`src/rtl/cam_pkg.sv`:
```
// Shared types and constants for the camera capture DMA.
// State encoding, byte-select constant and default bus watchdog limit.
package cam_pkg;

  typedef enum logic [1:0] {
    IDLE,
    FETCH,
    LOAD,
    WRITE
  } state_t;

  localparam logic [127:0] WB_SEL_ALL = '1;
  localparam int DEF_TIMEOUT = 255;

endpackage

```
`src/rtl/cam_dma_watchdog.sv`:
```
// Bus watchdog: counts cycles while enabled, flags the TIMEOUT-th cycle.
// Cleared whenever the DMA leaves the WRITE state.
module cam_dma_watchdog #(
  parameter int TIMEOUT = 255
) (
  input  logic clk,
  input  logic rst,
  input  logic clr,
  input  logic en,
  output logic expire
);

  localparam int W = $clog2(TIMEOUT + 1);

  logic [W-1:0] cnt;

  assign expire = en && (cnt == W'(TIMEOUT - 1));

  always_ff @(posedge clk) begin
    if (rst || clr) begin
      cnt <= '0;
    end else if (en && !expire) begin
      cnt <= cnt + W'(1);
    end
  end

endmodule

```
`src/rtl/wb_cam_dma.sv`:
```
// Wishbone master draining the camera capture FIFO into frame memory.
// One classic single-beat write per pixel word, consecutive word addresses.
module wb_cam_dma
  import cam_pkg::*;
#(
  parameter int wb_dat_width = 32,
  parameter int wb_adr_width = 32,
  parameter int CNT_W        = 20,
  parameter int TIMEOUT      = DEF_TIMEOUT
) (
  input  logic                      clk,
  input  logic                      rst,
  input  logic                      start,
  input  logic                      abort,
  input  logic [wb_adr_width-1:0]   base_adr,
  input  logic [CNT_W-1:0]          num_words,
  output logic                      busy,
  output logic                      done,
  output logic                      err,
  output logic [CNT_W-1:0]          words_done,
  input  logic                      fifo_empty,
  output logic                      fifo_rd,
  input  logic [wb_dat_width-1:0]   fifo_dout,
  output logic [wb_adr_width-1:0]   wbm_adr_o,
  output logic [wb_dat_width-1:0]   wbm_dat_o,
  output logic [wb_dat_width/8-1:0] wbm_sel_o,
  output logic                      wbm_we_o,
  output logic                      wbm_cyc_o,
  output logic                      wbm_stb_o,
  input  logic                      wbm_ack_i,
  input  logic                      wbm_err_i
);

  localparam int SW = wb_dat_width / 8;

  state_t state, state_d;

  logic [CNT_W-1:0]        count;
  logic [wb_adr_width-1:0] base_al;
  logic cyc_q;
  logic abort_l;
  logic abort_any;
  logic accept;
  logic zstart;
  logic load;
  logic ack_ok;
  logic fail;
  logic fin;
  logic wd_en;
  logic expire;

  assign base_al   = base_adr & ~wb_adr_width'(3);
  assign abort_any = abort | abort_l;

  assign wbm_cyc_o = cyc_q;
  assign wbm_stb_o = cyc_q;
  assign wbm_we_o  = cyc_q;
  assign wbm_sel_o = cyc_q ? WB_SEL_ALL[SW-1:0] : '0;

  cam_dma_watchdog #(
    .TIMEOUT(TIMEOUT)
  ) u_wd (
    .clk   (clk),
    .rst   (rst),
    .clr   (!wd_en),
    .en    (wd_en),
    .expire(expire)
  );

  always_ff @(posedge clk) begin
    if (rst) begin
      state <= IDLE;
    end else begin
      state <= state_d;
    end
  end

  always_comb begin
    state_d = state;
    fifo_rd = 1'b0;
    accept  = 1'b0;
    zstart  = 1'b0;
    load    = 1'b0;
    ack_ok  = 1'b0;
    fail    = 1'b0;
    fin     = 1'b0;
    wd_en   = 1'b0;
    case (state)
      IDLE: begin
        if (start) begin
          if (num_words != '0) begin
            accept  = 1'b1;
            state_d = FETCH;
          end else begin
            zstart = 1'b1;
          end
        end
      end
      FETCH: begin
        if (abort_any) begin
          fin     = 1'b1;
          state_d = IDLE;
        end else if (!fifo_empty) begin
          fifo_rd = 1'b1;
          state_d = LOAD;
        end
      end
      LOAD: begin
        load    = 1'b1;
        state_d = WRITE;
      end
      WRITE: begin
        wd_en = 1'b1;
        // an error wins over a simultaneous ack
        if (wbm_err_i || (!wbm_ack_i && expire)) begin
          fail    = 1'b1;
          fin     = 1'b1;
          state_d = IDLE;
        end else if (wbm_ack_i) begin
          ack_ok = 1'b1;
          if (count == CNT_W'(1) || abort_any) begin
            fin     = 1'b1;
            state_d = IDLE;
          end else begin
            state_d = FETCH;
          end
        end
      end
      default: state_d = IDLE;
    endcase
  end

  always_ff @(posedge clk) begin
    if (rst) begin
      busy       <= 1'b0;
      done       <= 1'b0;
      err        <= 1'b0;
      words_done <= '0;
      count      <= '0;
      wbm_adr_o  <= '0;
      wbm_dat_o  <= '0;
      cyc_q      <= 1'b0;
      abort_l    <= 1'b0;
    end else begin
      done <= fin | zstart;
      if (abort && state != IDLE) begin
        abort_l <= 1'b1;
      end
      if (accept) begin
        wbm_adr_o  <= base_al;
        count      <= num_words;
        words_done <= '0;
        err        <= 1'b0;
        busy       <= 1'b1;
        abort_l    <= 1'b0;
      end
      if (zstart) begin
        err <= 1'b0;
      end
      if (load) begin
        wbm_dat_o <= fifo_dout;
        cyc_q     <= 1'b1;
      end
      if (ack_ok) begin
        cyc_q      <= 1'b0;
        wbm_adr_o  <= wbm_adr_o + wb_adr_width'(4);
        words_done <= words_done + CNT_W'(1);
        count      <= count - CNT_W'(1);
      end
      if (fail) begin
        cyc_q <= 1'b0;
        err   <= 1'b1;
      end
      if (fin) begin
        busy    <= 1'b0;
        abort_l <= 1'b0;
      end
    end
  end

endmodule
```
`config.mk`:
```
export PLATFORM = sky130hd
export DESIGN_NAME = wb_cam_dma
export DESIGN_NICKNAME = d
export VERILOG_FILES = /design/src/rtl/cam_pkg.sv /design/src/rtl/cam_dma_watchdog.sv /design/src/rtl/wb_cam_dma.sv
export SDC_FILE = /design/constraint.sdc
export NUM_CORES = 1
export LEC_CHECK = 0
export BUFFER_PORTS_ARGS = -buffer_cell sky130_fd_sc_hd__buf_4
export CAP_MARGIN = 20
export CORE_AREA = 2 2 131 107
export DETAILED_ROUTE_END_ITERATION = 12
export DIE_AREA = 0 0 133 109
export PLACE_DENSITY_LB_ADDON = 0.2
export SLEW_MARGIN = 15
export SYNTH_ARGS = -nofsm -noshare
export SYNTH_HDL_FRONTEND = slang
export SYNTH_HIERARCHICAL = 1
export SYNTH_SLANG_ARGS = --single-unit
```
`constraint.sdc`:
```
create_clock -name clk -period 2.33 [get_ports clk]
set_input_delay 0.466 -clock clk [delete_from_list [all_inputs] [get_ports clk]]
set_output_delay 0.466 -clock clk [all_outputs]
set_load 0.05 [all_outputs]
```
# Word level (Yosys, flattened, before mapping)
# Cells that the tools add are included.
dict set report word_totals {
  input_bits 91
  reg_bits 119
  elab_cells 84
}
dict set report classes {
  add_sub_neg 4
  n_reduce_logical 19
  n_bitwise 2
  n_mux 39
  eq_ne 9
}
# operator count
set op_table {}
lappend op_table {{$mux 20} 4}
lappend op_table {{$mux 32} 2}
lappend op_table {{$add 32x3->32 const B} 1}
lappend op_table {{$mux 1} 24}
lappend op_table {{$add 20x1->20 const B} 1}
lappend op_table {{$eq 20x1->1 const B} 1}
lappend op_table {{$reduce_bool 20->1} 1}
lappend op_table {{$sub 20x1->20 const B} 1}
lappend op_table {{$mux 2} 6}
lappend op_table {{$add 8x1->8 const B} 1}
lappend op_table {{$eq 8x8->1 const B} 1}
lappend op_table {{$pmux 2 s4} 1}
lappend op_table {{$ne 3x3->1 const B} 2}
lappend op_table {{$reduce_or 3->1} 2}
lappend op_table {{$eq 2x2->1 const B} 2}
lappend op_table {{$logic_and 1x1->1} 4}
lappend op_table {{$mux 4} 1}
lappend op_table {{$ne 2x2->1 const B} 2}
lappend op_table {{$reduce_and 4->1} 1}
lappend op_table {{$reduce_bool 2->1} 2}
lappend op_table {{$logic_not 1->1} 3}
lappend op_table {{$logic_or 1x1->1} 3}
lappend op_table {{$reduce_bool 3->1} 1}
lappend op_table {{$eq 2x1->1 const B} 1}
lappend op_table {{other kinds (4)} 5}

# Longest topological paths before layout
# Gate-level depths: netlist of the first run.
dict set report logic_depth {
  word_depth 8
  ltp_mapped 9
}

# Modules after synthesis
# The synthesis of the first run kept the hierarchy.
# mod area_each_um2 instances seq_area_each_um2 cells_per_inst
set modules_own_cells {}
lappend modules_own_cells {wb_cam_dma 5368.9 1 2182.1 687}
lappend modules_own_cells {cam_dma_watchdog 455.4 1 160.2 51}

# Worst setup path before layout of the first run
# Ideal clock, no wire load.
dict set report synth_path {
  path_kind {register to register}
  startpoint {register wbm_adr_o[11]}
  endpoint {register wbm_adr_o[20]}
  setup_slack_ns 0.031
  period_less_slack_ns 2.299
  path_stages_with_launch 6
  t_arrival_ns 2.225
  t_required_ns 2.256
  setup_ns 0.074
  cell_sequence {dfxtp_1 -> nand3_1 -> nor4_2 -> nand2_1 -> or4_1 -> a31oi_1}
}
dict set report synth_between {
  elab_chain_cells 2
}
# element line_no
set synth_lines {}
lappend synth_lines {{from (decl)} wb_cam_dma.sv:24} ;# output logic [wb_adr_width-1:0] wbm_adr_o,
lappend synth_lines {{from (signal assigned)} wb_cam_dma.sv:150} ;# wbm_adr_o <= base_al;
lappend synth_lines {{from (signal assigned)} wb_cam_dma.sv:166} ;# wbm_adr_o <= wbm_adr_o + wb_adr_width'(4);
lappend synth_lines {{$add 32x3->32} wb_cam_dma.sv:166}
lappend synth_lines {{$mux 32} wb_cam_dma.sv:164} ;# if (ack_ok) begin
# No other way between the ends.
# A chain may end at the register's enable or synchronous reset.

# Worst setup path in the final report of the first run
dict set report layout_path {
  startpoint {register wbm_adr_o[2]}
  endpoint {register wbm_adr_o[20]}
}
# Same word-level chain as after synthesis.

==> metrics.md, run 1 <==
| Metric | Value |
|---|---|
| Min-delay worst type | in -> reg |
| GRT met3 Usage | 0.0600 |
| Post-synthesis cell count | ~740 |
| Max_cap viols | 0 |
| DP Wirelength | 13300 µm |
| Synth async-reset ratio | 0 |
| First-pass GRT wire length | approximately 30000 µm |
| Die Wd | 133 µm |
| Crit path kind | reg -> reg |
| Final Max Slew Viols | 0 |
| Yosys Warn Count | 6 |
| Worst path slowest cell | or4_1 |
| Seq cells post-synth | roughly 120 |
| Hold Vio Cnt, Final | 0 |
| Most frequent CP cell | nand2_1 |
| CTS Hold Bufs | 0 |
| Sequential element share of the synthesized area | 0.402 |
| Hold path depth | 3 |
| DRT iter0 DRCs | 568 |
| Area leader, netlist | dfxtp_1 |
| Post-cts sizing count | 0 |
| R2R cell count | 6 |
| Initial antenna violation count | 0 |
| Drt drc | 0 |
| Psw | 1640 µW |
| Top FF cell, synth | dfxtp_1 |
| EDFF count, synth | 0 |
| Synth Area in XOR/XNOR | 0.00451 |
| Hold wc startpoint | fifo_dout[15] |
| Largest family of logic cells by synthesized area | simple AND/OR/NAND/NOR gates |
| Sequential Power Share | 0.367 |
| Clock latency on the worst-skew pair | about 0.42 ns |
| Starting Density | 0.439 |
| Mux cell area share after synthesis | 0.00881 |
| Worst path max stage delay | about 0.48 ns |
| CTS root buf | clkbuf_16 |
| LEAKAGE | about 0.0032 µW |
| CP Capture Type | flip-flop |
| Via count | about 6600 |
| Status | finished clean |
| RSZ-0062 raised after global routing | false |
| Post-Synth Simple-Gate Area | 0.296 |
| Rel. slew slack | 0.526 |
| Antenna diodes | 0 |
| R2r setup slk | 0.17 ns |
| CP required | 2.67 ns |
| Critical path fanouts, max | 6 |
| Hold worst-path end | wbm_dat_o[15]$_SDFFE_PP0N_ |
| Critical-path cell list | ha_1, nand2_1, nor4_2, nand2_1, or4_1, a31oi_1 |
| Worst Tran Pin Value | 0.710 ns |
| Endpoints failing setup | 0 |
| Die ar. | ~0.014 mm² |
| Clock Skew | 0.00903 ns |
| H-tree depth | 4 |
| Largest net degree at the start of global routing | 37 |
| GRT Total Usage | 0.257 |
| CTS max path bufs | 2 |
| Comb pwr share | 0.149 |
| # Post-CTS Setup Buffers | 0 |
| Worst r2r src | wbm_adr_o[2]$_SDFFE_PP0P_ |
| Internal power | 4340 µW |
| Row Count | 38 |
| Clock Sinks | 117 |
| Vias in the first global route | 6170 |
| Highest Clock Rate | 462 MHz |
| DR WL/cell | 16.5 µm |
| Worst-path clk slew | 0.06 ns |
| # port buffers | 181 |
| Pwr Total | 5980 µW |
| Vias/cell | 5.92 |
| Top post-synthesis cells by count | 118 x nand2_1, 117 x dfxtp_1, 80 x a21oi_1 |
| Synth unique cells | 70 |
| M1 GR Usage | 0.340 |
| Core area | between 0.01 and 0.015 mm² |
| Clock share of power | 0.484 |
| Met2 global-route usage | 0.407 |
| Overflow after GRT | 0 |
| Mapped Area | between 0.005 and 0.006 mm² |
| Grt peak-use layer | met2 |
| Peak supply drop | just over 600 µV |
| Synth Area per Inst | 7.89 µm² |
| CP startpoint kind | flip-flop |
| Placed instance count | between 1000 and 1500 |
| Height of the die | 109 µm |
| Post-synthesis adder-cell area fraction | 0.0129 |
| Pwr Density | 728 mW/mm² |
| Arrival time worst endpoint | 2.50 ns |
| Final Cycle Share | 0.928 |
| CTS tree | done |
| Post-synth top area share | 0.402 |
| Layout area overhead | 41.1% |
| # IOs | between 150 and 200 |
| Synth area leaders | dfxtp_1 40%, nand2_1 7.6%, a21oi_1 6.9% |
| Reg2reg end | wbm_adr_o[20]$_SDFFE_PP0P_ |
| Most instantiated library cell after synthesis | nand2_1 |
| Post-DRT Antenna Nets | 0 |
| Gp weighted congestion | 0.847 |
| Post-synthesis compound-gate area fraction | 0.226 |
| Nets@finish | 1024 |
| Switch share | 0.274 |
| Fin cells | 1120 |
| DRT Wirelength | 18500 µm |
| Pre-antenna DRT Iters | 5 |
| Period minus WS final | around 2.2 ns |
| Layout cells sized above 1 | 0.294 |
| CTS Buf Count | 17 |
-- critical path: cells and delay by family, from the launching register on --
| family | cells | cell delay (ns) |
|---|---|---|
| AO/OA/AOI/OAI | 1 | 0.16 |
| flip-flops | 1 | 0.39 |
| adder cells (fa/ha/maj) | 1 | 0.21 |
| AND/OR/NAND/NOR | 4 | 1.31 |
-- layer usage --
layer,part of all wire,vias up,routed length (µm)
met5,0,-,0
met4,0.016,0,299
met3,0.071,33,1320
met2,0.47,286,8780
met1,0.44,3157,8120
li1,-,3150,-
-- registers in the layout (all words and copies together), names as in the netlist --
register / count
abort_l: 1
busy: 1
count: 20
done: 1
err: 1
state: 2
u_wd/cnt: 8
wbm_adr_o: 30
wbm_cyc_o: 1
wbm_dat_o: 32
words_done: 20
-- cell type report --
class	count	area, µm²
multi-input combinational	558	3230
sequential	117	2340
clock inverter	15	226
fill	1206	5050
inverter	13	48.8
tap	180	225
timing repair buffer	220	1710
clock buffer	17	425
-- stage by stage --
stage	instance area [µm²]	setup TNS, ns	hold WS, ns	util	setup WS, ns
floorplan	5830	0	0.444	-	0.0307
global placement	7550	0	0.443	0.570	0.0765
detailed placement	7550	-0.0530	0.450	0.570	-0.0530
CTS	8210	0	0.279	0.619	0.207
global route	8220	0	0.285	0.619	0.0639
finish	8220	0	0.293	0.619	0.167
-- how the worst max path moves through the flow --
stage | start | end | slack [ns] | cells past startpoint
after floorplan | wbm_adr_o[11]$_SDFFE_PP0P_ | wbm_adr_o[20]$_SDFFE_PP0P_ | 0.03 | 5
after global placement | num_words[7] | wbm_adr_o[5]$_SDFFE_PP0P_ | 0.08 | 7
after detailed placement | num_words[7] | wbm_adr_o[5]$_SDFFE_PP0P_ | -0.05 | 7
after CTS | state[0]$_SDFFE_PP0P_ | wbm_adr_o[13]$_SDFFE_PP0P_ | 0.21 | 7
after global routing | wbm_adr_o[2]$_SDFFE_PP0P_ | wbm_adr_o[20]$_SDFFE_PP0P_ | 0.06 | 6
final | wbm_adr_o[2]$_SDFFE_PP0P_ | wbm_adr_o[20]$_SDFFE_PP0P_ | 0.17 | 6
-- power by group through the flow --
stage | clock network, µW | logic, µW | registers, µW
2_1_floorplan | 0 | 341 | 2390
3_3_place_gp | 0 | 872 | 2230
3_5_place_dp | 0 | 888 | 2230
4_1_cts | 2930 | 889 | 2190
5_1_grt | 3030 | 953 | 2210
6_report | 2900 | 894 | 2190
-- cells by family after synthesis --
| kind of cell | Yosys count |
|---|---|
| AND/OR/NAND/NOR | 337 |
| AO/OA/AOI/OAI | 205 |
| flip-flops | 117 |
| buffers and inverters | 64 |
| adder cells (fa/ha/maj) | 6 |
| multiplexers | 5 |
| XOR/XNOR | 3 |
| other | 1 |
-- layout by cell type (no fill, tap or decap), types with 8 or more instances in the layout --
cell type  synthesis  final
a31oi_1           29     28
nor2_1            42     41
nand3_1           44     44
or3_1             15     15
o211ai_1           9      9
a21oi_1           80     80
clkbuf_16          0     17
a22oi_1            8      8
a211oi_1           9      9
nor3_1            18     18
dfxtp_1          117    116
o21ai_0           19     19
nand2_1          118    118
and3_1            11     11
nand4_1           25     25
nor4_1            18     18
buf_4              8    215
inv_1             13     13
Note: power is estimated with default switching activity, not from simulation.
==> run 2: changes to the inputs <==
==> constraint.sdc (replaced) <==
create_clock -name clk -period 2.46 [get_ports clk]
set_input_delay 0.492 -clock clk [delete_from_list [all_inputs] [get_ports clk]]
set_output_delay 0.492 -clock clk [all_outputs]
set_load 0.05 [all_outputs]
==> metrics.md, run 2 (synthesized netlist as in run 1, its figures left out) <==
| Metric | Value |
|---|---|
| Max_cap viols | 0 |
| CP startpoint kind | flip-flop |
| # Post-CTS Setup Buffers | 0 |
| Crit-path leading delay family | compound AO/OA/AOI/OAI gates |
| Rel. slew slack | 0.516 |
| Endpoints failing setup | 0 |
| Worst path max stage delay | 0.53 ns |
| Core area | 0.0133 mm² |
| Worst Path Buf+Inv | 1 |
| Row Count | 38 |
| Reg2reg end | done$_SDFF_PP0_ |
| Worst r2r src | u_wd/cnt[0]$_SDFFE_PP0P_ |
| # IOs | around 190 |
| Layout area overhead | 37.1% |
| CTS Hold Bufs | 0 |
| Critical-path cell list | inv_1, ha_1, and3_4, and3_1, o41ai_1, a211oi_1, o21a_1 |
| Hold Vio Cnt, Final | 0 |
| CTS root buf | clkbuf_16 |
| Die ar. | roughly 0.014 mm² |
| DP Wirelength | between 10000 and 15000 µm |
| Highest Clock Rate | roughly 450 MHz |
| Hold worst-path end | wbm_dat_o[17]$_SDFFE_PP0N_ |
| # port buffers | 181 |
| Met1 WL | 8080 µm |
| Initial antenna violation count | 0 |
| Drt drc | 0 |
| First-pass GRT wire length | 28900 µm |
| Critical path fanouts, max | 6 |
| Crit path kind | reg -> reg |
| Via count | 6449 |
| Clock latency on the worst-skew pair | 0.41 ns |
| R2r setup slk | 0.23 ns |
| Starting Density | 0.439 |
| GRT Total Usage | 0.249 |
| Status | finished clean |
| Nets@finish | 1012 |
| Met3 wire length | 1320 µm |
| Post-DRT Antenna Nets | 0 |
| Top flop regs | wbm_dat_o: 32 flops, wbm_adr_o: 30 flops |
| Area occupied by registers | about 0.0023 mm² |
| Commonest non-fill, non-tap cell in the layout | buf_4 |
| Height of the die | roughly 110 µm |
| Overflow after GRT | 0 |
| Largest register by flop count | wbm_dat_o |
| DR WL/cell | 16.6 µm |
| Fin cells | 1108 |
| CP Capture Type | flip-flop |
| Final Cycle Share | 0.907 |
| Clock Skew | approximately 0.0056 ns |
| Post-cts sizing count | 0 |
| Layout cells sized above 1 | 0.282 |
| Vias in the first global route | roughly 6000 |
| Worst Tran Pin Value | 0.725 ns |
| CTS max path bufs | 2 |
| Worst path slowest cell | o41ai_1 |
| Arrival time worst endpoint | around 2.5 ns |
| LEAKAGE | 0.00310 µW |
| CTS tree | done |
| Hold wc startpoint | fifo_dout[17] |
| Vias/cell | 5.82 |
| Total negative slack | 0 ns |
| Worst-path clk slew | around 0.06 ns |
| Max reg flops | 32 |
| DRT iter0 DRCs | about 480 |
| Most frequent cells in the layout | 205 x buf_4, 118 x nand2_1, 117 x dfxtp_1, 80 x a21oi_1, 44 x nand3_1 |
| Die Wd | 133 µm |
| R2R cell count | 7 |
| H-tree depth | 4 |
| DRT Wirelength | 18400 µm |
| Largest net degree at the start of global routing | 40 |
| Met2 Routed Length | between 8000 and 9000 µm |
| Area of the multi-input gates | 0.00322 mm² |
| Min Hold Slack | 0.325 ns |
| CTS Buf Count | 17 |
| Pre-antenna DRT Iters | 5 |
| Pwr Density | 645 mW/mm² |
| Min-delay worst type | in -> reg |
| Period minus WS final | 2.23 ns |
| Placed instance count | 1076 |
| Fillers | 1216 |
| RSZ-0062 raised after global routing | false |
| Top routing layer used | met4 |
| Final Max Slew Viols | 0 |
| Peak supply drop | about 430 µV |
| Antenna diodes | 0 |
| Gp weighted congestion | 0.858 |
| Hold path depth | 3 |
| Clock Sinks | 117 |
| CP required | about 2.8 ns |
run 2: where the power goes:
group          total (µW)  leakage [µW]  internal, µW  switching (µW)
Sequential           2080      0.000952          1980             105
Combinational         813       0.00188           310             503
Clock                2250      0.000266          1320             937
run 2: metrics by stage:
stage / setup WS, ns / instance area (µm²) / util / total power (µW)
floorplan: 0.161 / 5830 / - / 2590
global placement: 0.212 / 7440 / 0.561 / 2910
detailed placement: 0.131 / 7440 / 0.561 / 2930
CTS: 0.250 / 7980 / 0.602 / 5200
global route: 0.0648 / 7980 / 0.602 / 5370
finish: 0.228 / 7980 / 0.602 / 5150
run 2: layout make-up:
cell class                 instances  share of cell area
inverter                          13             0.00611
clock buffer                      18              0.0550
tap                              180              0.0282
timing repair buffer             208               0.200
multi-input combinational        558               0.404
sequential                       117               0.293
clock inverter                    14              0.0132
run 2: worst max path at each step:
stage | from | to | slack (ns) | cells after the start
floorplan | wbm_adr_o[11]$_SDFFE_PP0P_ | wbm_adr_o[20]$_SDFFE_PP0P_ | 0.16 | 5
global placement | num_words[7] | wbm_adr_o[5]$_SDFFE_PP0P_ | 0.21 | 7
detailed placement | num_words[7] | wbm_adr_o[5]$_SDFFE_PP0P_ | 0.13 | 7
CTS | u_wd/cnt[0]$_SDFFE_PP0P_ | done$_SDFF_PP0_ | 0.25 | 7
global route | wbm_adr_o[5]$_SDFFE_PP0P_ | wbm_adr_o[13]$_SDFFE_PP0P_ | 0.06 | 5
finish | u_wd/cnt[0]$_SDFFE_PP0P_ | done$_SDFF_PP0_ | 0.23 | 7
run 2: per-layer routing:
metal / vias to the layer above / GRT usage
met5: - / 0
met4: 0 / 0.0760
met3: 19 / 0.0693
met2: 244 / 0.412
met1: 3050 / 0.319
li1: 3136 / -
run 2: worst reg2reg max path, cell delays in order, from the launching register on:
cell	delay, ns
dfxtp_1	0.42
inv_1	0.09
ha_1	0.24
and3_4	0.22
and3_1	0.19
o41ai_1	0.53
a211oi_1	0.19
o21a_1	0.23
==> run 3: changes to the inputs <==
--- a/config.mk
+++ b/config.mk
@@ -5,11 +5,12 @@
 export SDC_FILE = /design/constraint.sdc
 export NUM_CORES = 1
 export LEC_CHECK = 0
+export ABC_AREA = 1
 export BUFFER_PORTS_ARGS = -buffer_cell sky130_fd_sc_hd__buf_4
 export CAP_MARGIN = 20
-export CORE_AREA = 2 2 131 107
+export CORE_AREA = 2 2 141 116
 export DETAILED_ROUTE_END_ITERATION = 12
-export DIE_AREA = 0 0 133 109
+export DIE_AREA = 0 0 143 118
 export PLACE_DENSITY_LB_ADDON = 0.2
 export SLEW_MARGIN = 15
 export SYNTH_ARGS = -nofsm -noshare
==> constraint.sdc (replaced) <==
create_clock -name clk -period 2.46 [get_ports clk]
set_input_delay 0.492 -clock clk [delete_from_list [all_inputs] [get_ports clk]]
set_output_delay 0.492 -clock clk [all_outputs]
set_load 0.005 [all_outputs]
==> metrics.md, run 3 <==
| Metric | Value |
|---|---|
| Yosys Warn Count | 6 |
| DR WL/cell | between 10 and 15 µm |
| CTS Buf Count | 17 |
| DRT iter0 DRCs | 560 |
| LEAKAGE | between 0.003 and 0.004 µW |
| Period minus WS final | a little under 2 ns |
| First-pass GRT wire length | 32400 µm |
| Peak supply drop | around 450 µV |
| Nets@finish | around 1400 |
| # port buffers | 181 |
| Die Wd | 143 µm |
| CTS max path bufs | 2 |
| Die ar. | about 0.017 mm² |
| Worst-path clk slew | 0.06 ns |
| Vias in the first global route | 6673 |
| Mapped Area | roughly 0.0069 mm² |
| Sequential element share of the synthesized area | 0.342 |
| Top post-synthesis cells by count | 295 x nand2_1, 236 x nor2_1, 117 x dfxtp_1 |
| Most frequent cells in the layout | 295 x nand2_1, 236 x nor2_1, 196 x buf_4, 117 x dfxtp_1, 96 x inv_1 |
| CP startpoint kind | flip-flop |
| Synth area leaders | dfxtp_1 34%, nand2_1 16%, nor2_1 13% |
| H-tree depth | 4 |
| Largest net degree at the start of global routing | 46 |
| Synth async-reset ratio | 0 |
| Area of the multi-input gates | 0.00386 mm² |
| Gp weighted congestion | 0.914 |
| Core area | 0.0154 mm² |
| Post-DRT Antenna Nets | 0 |
| # Post-CTS Setup Buffers | 0 |
| Critical path fanouts, max | 5 |
| Area occupied by registers | 0.00234 mm² |
| Top flop regs | wbm_dat_o: 32 flops, wbm_adr_o: 30 flops |
| Max reg flops | 32 |
| Commonest non-fill, non-tap cell in the layout | nand2_1 |
| RSZ-0062 raised after global routing | false |
| Reg2reg end | wbm_adr_o[20]$_SDFFE_PP0P_ |
| Total negative slack | 0 ns |
| Row Count | 41 |
| Fillers | 1554 |
| Worst Setup SP | wbm_adr_o[3]$_SDFFE_PP0P_ |
| Post-cts sizing count | 0 |
| Final Cycle Share | 0.801 |
| Fin area | 0.00888 mm² |
| GRT Total Usage | 0.237 |
| Layout area overhead | 29.6% |
| Worst r2r src | wbm_adr_o[3]$_SDFFE_PP0P_ |
| Layout cells sized above 1 | 0.208 |
| Clock Sinks | 117 |
| Highest Clock Rate | a little over 500 MHz |
| CP required | 2.76 ns |
| Overflow after GRT | 0 |
| Synth unique cells | 39 |
| DP Area | 0.00833 mm² |
| Via count | roughly 7400 |
| Top routing layer used | met4 |
| Pwr Density | approximately 580 mW/mm² |
| Seq cells post-synth | 117 |
| DP Wirelength | 14600 µm |
| Largest register by flop count | wbm_dat_o |
| Area leader, netlist | dfxtp_1 |
| Met2 Routed Length | 8940 µm |
| Most instantiated library cell after synthesis | nand2_1 |
| End of the critical path | wbm_adr_o[20]$_SDFFE_PP0P_ |
| Clock Skew | 0.00802 ns |
| Crit path kind | reg -> reg |
| CTS tree | done |
| Rel. slew slack | 0.638 |
| DRT Wirelength | 20200 µm |
| CP Capture Type | flip-flop |
| Final Max Slew Viols | 0 |
| Met3 wire length | 1480 µm |
| CTS root buf | clkbuf_16 |
| R2r setup slk | 0.49 ns |
| Pre-antenna DRT Iters | 5 |
| Top FF cell, synth | dfxtp_1 |
| Max_cap viols | 0 |
| CTS Hold Bufs | 0 |
| EDFF count, synth | 0 |
| Synth Area per Inst | 6.16 µm² |
| Endpoints failing setup | 0 |
| Vias/cell | 4.92 |
| Status | finished clean |
| Post-synthesis cell count | between 1000 and 1500 |
| Post-synth top area share | 0.342 |
| Antenna diodes | 0 |
| # IOs | approximately 190 |
| Initial antenna violation count | 0 |
| Min-delay worst type | in -> reg |
| Hold Vio Cnt, Final | 0 |
| Met1 WL | 9600 µm |
| R2R cell count | 10 |
| Arrival time worst endpoint | 2.27 ns |
| Height of the die | 118 µm |
| Drt drc | 0 |
| Clock latency on the worst-skew pair | about 0.42 ns |
| Worst Tran Pin Value | between 0.5 and 0.6 ns |
| Starting Density | 0.444 |
==> run 3: logic make-up (layout without fill, tap and decap cells) <==
logic type               Yosys count  in the layout  share of synthesized area
buffers and inverters            148            329                     0.0967
AND/OR/NAND/NOR                  699            699                      0.437
XOR/XNOR                           9              9                     0.0115
flip-flops                       117            117                      0.342
AO/OA/AOI/OAI                    132            132                      0.101
other                              1              2                   0.000547
adder cells (fa/ha/maj)            6              6                     0.0110
==> run 3: cell type report <==
type / instances / share of cell area
Inverter: 101 / 0.0433
Multi-Input combinational cell: 848 / 0.434
Timing Repair Buffer: 196 / 0.166
Sequential cell: 117 / 0.264
Clock buffer: 18 / 0.0495
Tap cell: 215 / 0.0303
Clock inverter: 14 / 0.0131
==> run 3: per-stage QoR <==
stage | std cells | worst slack [ns] | hold slack, ns | util | power [µW]
global route | 1509 | 0.377 | 0.280 | 0.575 | 5380
finish | 1509 | 0.490 | 0.290 | 0.575 | 5140
floorplan | 1113 | 0.840 | 0.452 | - | 2540
detailed placement | 1477 | 0.315 | 0.464 | 0.539 | 2860
global placement | 1477 | 0.344 | 0.460 | 0.539 | 2850
CTS | 1509 | 0.517 | 0.275 | 0.575 | 5180
==> run 3: routing by layer <==
layer,vias to the layer above,track usage
li1,3863,-
met1,3323,0.336
met2,224,0.356
met3,15,0.0614
met4,0,0.0668
met5,-,0
==> run 3: worst min path at each step <==
stage	startpoint	end	cells past startpoint
floorplan	count[1]$_SDFFE_PP0P_	count[1]$_SDFFE_PP0P_	2
global placement	err$_SDFFE_PP0P_	err$_SDFFE_PP0P_	2
detailed placement	err$_SDFFE_PP0P_	err$_SDFFE_PP0P_	2
CTS	fifo_dout[22]	wbm_dat_o[22]$_SDFFE_PP0N_	3
global route	fifo_dout[19]	wbm_dat_o[19]$_SDFFE_PP0N_	3
finish	fifo_dout[22]	wbm_dat_o[22]$_SDFFE_PP0N_	3
==> run 3: critical path: stages, from the launching register on <==
cell and delay (ns):
dfxtp_1 0.43, ha_1 0.29, nand3_2 0.14, inv_1 0.18, nand3_1 0.22, nor2_1 0.18
nand2_1 0.08, nor2_1 0.13, nor2_1 0.06, nor2_1 0.10, nor2_1 0.04
==> run 3: where the power goes <==
group	switching [µW]	leakage, µW	internal [µW]
Combinational	401	0.00267	331
Clock	978	0.000263	1340
Sequential	109	0.000954	1990
Total	1490	0.00389	3650
